==> config.mk <==
export PLATFORM = sky130hd
export DESIGN_NAME = mc_legal_check
export DESIGN_NICKNAME = d
export VERILOG_FILES = /design/src/rtl/mc_pkg.sv /design/src/rtl/mc_legal_check.sv
export SDC_FILE = /design/constraint.sdc
export NUM_CORES = 1
export LEC_CHECK = 0
export BUFFER_PORTS_ARGS = -buffer_cell sky130_fd_sc_hd__buf_2
export CORE_AREA = 10 10 47 49
export DETAILED_ROUTE_END_ITERATION = 10
export DIE_AREA = 0 0 57 59
export PLACE_DENSITY_LB_ADDON = 0.1
export REMOVE_ABC_BUFFERS = 1
export SETUP_SLACK_MARGIN = 0.3
export SYNTH_ARGS = -nofsm -noshare
export SYNTH_HDL_FRONTEND = slang
export SYNTH_SLANG_ARGS = --single-unit
==> constraint.sdc <==
create_clock -name vclk -period 5.8
set_input_delay 1.16 -clock vclk [all_inputs]
set_output_delay 1.16 -clock vclk [all_outputs]
set_load 0.02 [all_outputs]
==> src/rtl/mc_pkg.sv <==
// Shared types and constants for the missionary/cannibal move checker.
package mc_pkg;

    typedef enum logic [1:0] {IDLE, RUN, DONE, ERROR} state_t;

    typedef enum logic [2:0] {
        NONE      = 3'd0,
        BAD_START = 3'd1,
        BAD_DIR   = 3'd2,
        BAD_LOAD  = 3'd3,
        UNSAFE    = 3'd4,
        TIMEOUT   = 3'd5,
        LOOP      = 3'd6
    } err_t;

    localparam logic [1:0] MC_TOTAL = 2'd3;

    // Missionaries are eaten when present and outnumbered on the same bank.
    function automatic logic bank_unsafe(input logic [1:0] m, input logic [1:0] c);
        return (m != 2'd0) && (c > m);
    endfunction

endpackage

==> src/rtl/mc_legal_check.sv <==
// Combinational legality check of one move against the previous start-bank counts.
module mc_legal_check
    import mc_pkg::*;
(
    input  logic [1:0] prev_m,
    input  logic [1:0] prev_c,
    input  logic [1:0] m,
    input  logic [1:0] c,
    input  logic       side,
    output logic [2:0] code
);

    logic       dir_ok;
    logic [1:0] abs_dm;
    logic [1:0] abs_dc;
    logic [2:0] load;
    logic       unsafe;

    assign dir_ok = side ? ((m >= prev_m) && (c >= prev_c))
                         : ((m <= prev_m) && (c <= prev_c));
    assign abs_dm = (prev_m >= m) ? prev_m - m : m - prev_m;
    assign abs_dc = (prev_c >= c) ? prev_c - c : c - prev_c;
    assign load   = {1'b0, abs_dm} + {1'b0, abs_dc};
    assign unsafe = bank_unsafe(m, c) || bank_unsafe(MC_TOTAL - m, MC_TOTAL - c);

    // Lowest code wins when several causes apply.
    always_comb begin
        code = NONE;
        if (!dir_ok)
            code = BAD_DIR;
        else if ((load == 3'd0) || (load > 3'd2))
            code = BAD_LOAD;
        else if (unsafe)
            code = UNSAFE;
    end

endmodule

# Word-level counts from Yosys, hierarchy flattened
# Cells that the tools add are included.
# classes
n_addsub	7
n_lt_le_gt_ge	9
n_mux	6
n_reduce_logical	9
# op_table
cell	count
$mux 3	3
$ge 2x2->1	4
$sub 2x2->2	4
$gt 2x2->1	2
$le 2x2->1	2
$logic_and 1x1->1	4
$mux 2	2
$reduce_bool 2->1	2
$sub 2x2->2 const A	2
$add 2x2->3	1
$gt 3x2->1 const B	1
$logic_not 3->1	1
$logic_or 1x1->1	2
$mux 1	1
# totals
regBits	0
in_bits	9
out_inout_bits	3
wordCells	31

# Depth between registers and ports, before layout
# depth
depth_word	7
mapped_depth	10

# Worst setup path after synthesis
# Ideal clock, no wire load.
# synth_path
path_type	input to output
start	in prev_m[0]
end	out code[2]
arrival_ns	3.696
t_required_ns	4.640
path_slack_ns	0.944
stages	10
path_cell_list	inv_1 > ha_1 > fa_1 > nand2_1 > mux2_2 > fa_1 > xnor2_1 > and2_0 > nand2_2 > a2111oi_2
# synth_between
elab_chain_cells	7
word_cells_on_any_way	15
# synth_rtl
item	line_no	text
start: declaration	mc_legal_check.sv:5	input logic [1:0] prev_m,
$sub 2x2->2 or $ge 2x2->1 (tied branches)	mc_legal_check.sv:21	assign abs_dm = (prev_m >= m) ? prev_m - m : m - prev_m;
$mux 2	mc_legal_check.sv:21	
$add 2x2->3	mc_legal_check.sv:23	assign load = {1'b0, abs_dm} + {1'b0, abs_dc};
$gt 3x2->1 or $logic_not 3->1 (tied branches)	mc_legal_check.sv:31	else if ((load == 3'd0) || (load > 3'd2))
$logic_or 1x1->1	mc_legal_check.sv:31	
$mux 3	mc_legal_check.sv:31	
$mux 3 (*)	mc_legal_check.sv:29	if (!dir_ok)
end: declaration	mc_legal_check.sv:10	output logic [2:0] code
# Mark *: on every way between the ends. The rest lies on a longest branch, timed or not.

# Worst setup path in the final report
# layout_path
start	in m[0]
end	out code[2]
# layout_between
elab_chain_cells	7
word_cells_on_any_way	24
# layout_rtl
item	line_no	text
start: declaration	mc_legal_check.sv:7	input logic [1:0] m,
$sub 2x2->2 (tied with other cells)	mc_legal_check.sv:21	
$mux 2 (tied with other cells)	mc_legal_check.sv:21	
$add 2x2->3 or $logic_and 1x1->1 (tied branches)	mc_legal_check.sv:23, mc_pkg.sv:20	
$gt 3x2->1 (tied with other cells)	mc_legal_check.sv:31	
$logic_or 1x1->1 or $mux 3 (tied branches)	mc_legal_check.sv:31, mc_legal_check.sv:33	
$mux 3	mc_legal_check.sv:31	
$mux 3 (*)	mc_legal_check.sv:29	
# Marked as above.

==> key figures <==
Cells and area
  • Final design instance area without fill: 502 sq um
  • Synth-to-Final Area Change: 19.0%
  • Clock Buffer Count: 0
  • Fill cells: 164
  • Layout cell share with drive strength beyond 1: 26.7%
  • Antenna Cells: 0
  • Sequential cell count: 0
  • NumNets Final: 87
  • Storage cell area: 0 sq um

Timing
  • RSZ-0062 raised after global routing: false
  • Endpoints failing setup: 0
  • Crit path time final: 4.88 ns
  • Max-slew violations: 0
  • Crit share post-route: 84.1%
  • Final Hold Fails: 0
  • Worst-margin pin slew: 0.311 ns
  • TNS Setup: 0 ns
  • Worst Slack Setup Final: 0.922 ns
  • Slew margin rel.: 79.3%
  • Fmax: 0.205 GHz
  • Worst hold slack: 2.80 ns

Clock network
  • Setup Buffers After CTS: 0
  • Hold-fix buffers at CTS: 0
  • Post-CTS sizing: 0

Drt
  • Via/cell ratio: 4.46
  • Avg WL per Cell: 10.8 um
  • DRC: 0
  • Detail Route Antenna Nets: 0
  • Via Count: 339
  • Aggregate routed wire length: 821 um
  • Initial DRC count: 1
  • Drt pass-1 iters: 4

Global routing
  • Largest net degree at the start of global routing: 7
  • First-pass GRT wire length: 1.50 mm
  • Number of global-route vias before repair: 362
  • Gr ovfl total: 0
  • GRT Total Usage: 4.99%
  • Antenna violations before repair: 0

Setup path
  • CP delay by family, top: adder cells
  • CP arrival: 3.72 ns
  • Worst path cell trace: buf_2 > inv_1 > ha_1 > fa_1 > mux2_2 > fa_1 > xnor2_1 > and2_0 > nand2_2 > a2111oi_2 > buf_2
  • CP max FO: 5
  • Critical path type: in2out
  • Slowest CP cell: fa_1
  • CP max stage delay: 0.56 ns
  • Critical Path RT: 4.64 ns
  • CP endpoint kind: output pin
  • Buf+Inv Stages, Crit Path: 3
  • Crit start category: input port

Place
  • Placed Area: 502 sq um
  • Place WS: 0.884 ns
  • GP Congestion: 0.700
  • Post-DP HPWL: 799 um
  • Port Buf Inserts: 12

Synthesis
  • Seq/Total Area, Yosys: 0%
  • Mapped Cells: 48
  • Post-synth top area share: 32.6%
  • Synth area leader: ha_1
  • Post-synth cell types: 17
  • Top post-synthesis cells by area: ha_1 33%, fa_1 24%, inv_1 12%
  • Synth Cell Area: 422 sq um
  • Mapped Avg Cell Area: 8.78 sq um
  • Yosys warning total: 0

Die
  • Starting Density: 30.1%
  • Die Area: 3360 sq um
  • Row count: 14
  • I/O pin count: 12
  • Die X: 57 um
  • Die Height: 59 um
  • Core footprint: 1400 sq um

Min path
  • Class of the worst hold path: in2out

Run
  • Max-cap violations: 0

Pwr
  • Lkg Pwr: 0.280 nW
  • Total power: 62.6 uW
  • Worst vdd ir: 0.0395 mV
  • Pwr dens: 125 nW/um^2

Run status
  • Outcome: finished, final reports clean
==> layout make-up <==
class | instances | area [sq um] | area share (%)
inverters | 14 | 52.6 | 10.5
multi-input cells | 34 | 369 | 73.6
well taps | 16 | 20.0 | 3.99
repair buffers | 12 | 60.1 | 12.0
==> cell usage in the layout, fill, tap and decap left out <==
cell / n
inv_1: 14
a31oi_1: 1
mux2_2: 1
ha_1: 11
a21o_1: 1
a221oi_1: 1
xnor2_1: 2
nor3_1: 1
fa_1: 5
buf_2: 12
a21oi_1: 1
a2111oi_2: 1
nand2_1: 4
and2_0: 1
a22oi_2: 1
nand2_2: 1
nor2b_1: 1
xor2_1: 1
==> layer usage <==
metal	up-vias	global-route usage, %	routed length (um)
met1	157	6.85	378
met2	7	8.37	389
met4	0	0	0
met5	-	0	0
met3	0	0.858	53
li1	175	-	-
==> synthesized netlist by cell type <==
cell type,instances
inv_1,14
and2_0,1
nand2_2,1
mux2_2,1
a22oi_2,1
nor3_1,1
a2111oi_2,1
fa_1,5
a21o_1,1
a21oi_1,1
ha_1,11
xor2_1,1
xnor2_1,2
nand2_1,4
nor2b_1,1
a31oi_1,1
a221oi_1,1
==> power by group <==
part / leakage (nW) / switching (mW) / internal (mW) / total (mW)
Sequential: 0 / 0 / 0 / 0
Combinational: 0.280 / 0.0353 / 0.0273 / 0.0626
Clock: 0 / 0 / 0 / 0
==> worst paths after layout <==
kind	start	end	cells after the start
setup / recovery	m[0]	code[2]	11
hold / removal	m[0]	code[2]	4
==> kinds of logic (layout without fill, tap and decap cells) <==
group	after synthesis	in the layout	share of synthesized area, %
fa+ha+maj	16	16	56.4
buf+inv	14	26	12.5
simple gates	8	8	9.20
compound gates	6	6	13.1
xor+xnor	3	3	6.23
mux	1	1	2.67
==> per-stage QoR <==
| step | utilization, % | cells |
|---|---|---|
| 6_report | 35.8 | 76 |
| 5_1_grt | 35.8 | 76 |
| 4_1_cts | 35.8 | 76 |
| 3_5_place_dp | 35.8 | 76 |
| 3_3_place_gp | 35.8 | 76 |
| 2_1_floorplan | - | 48 |
Power figures use the tool's default switching activity.
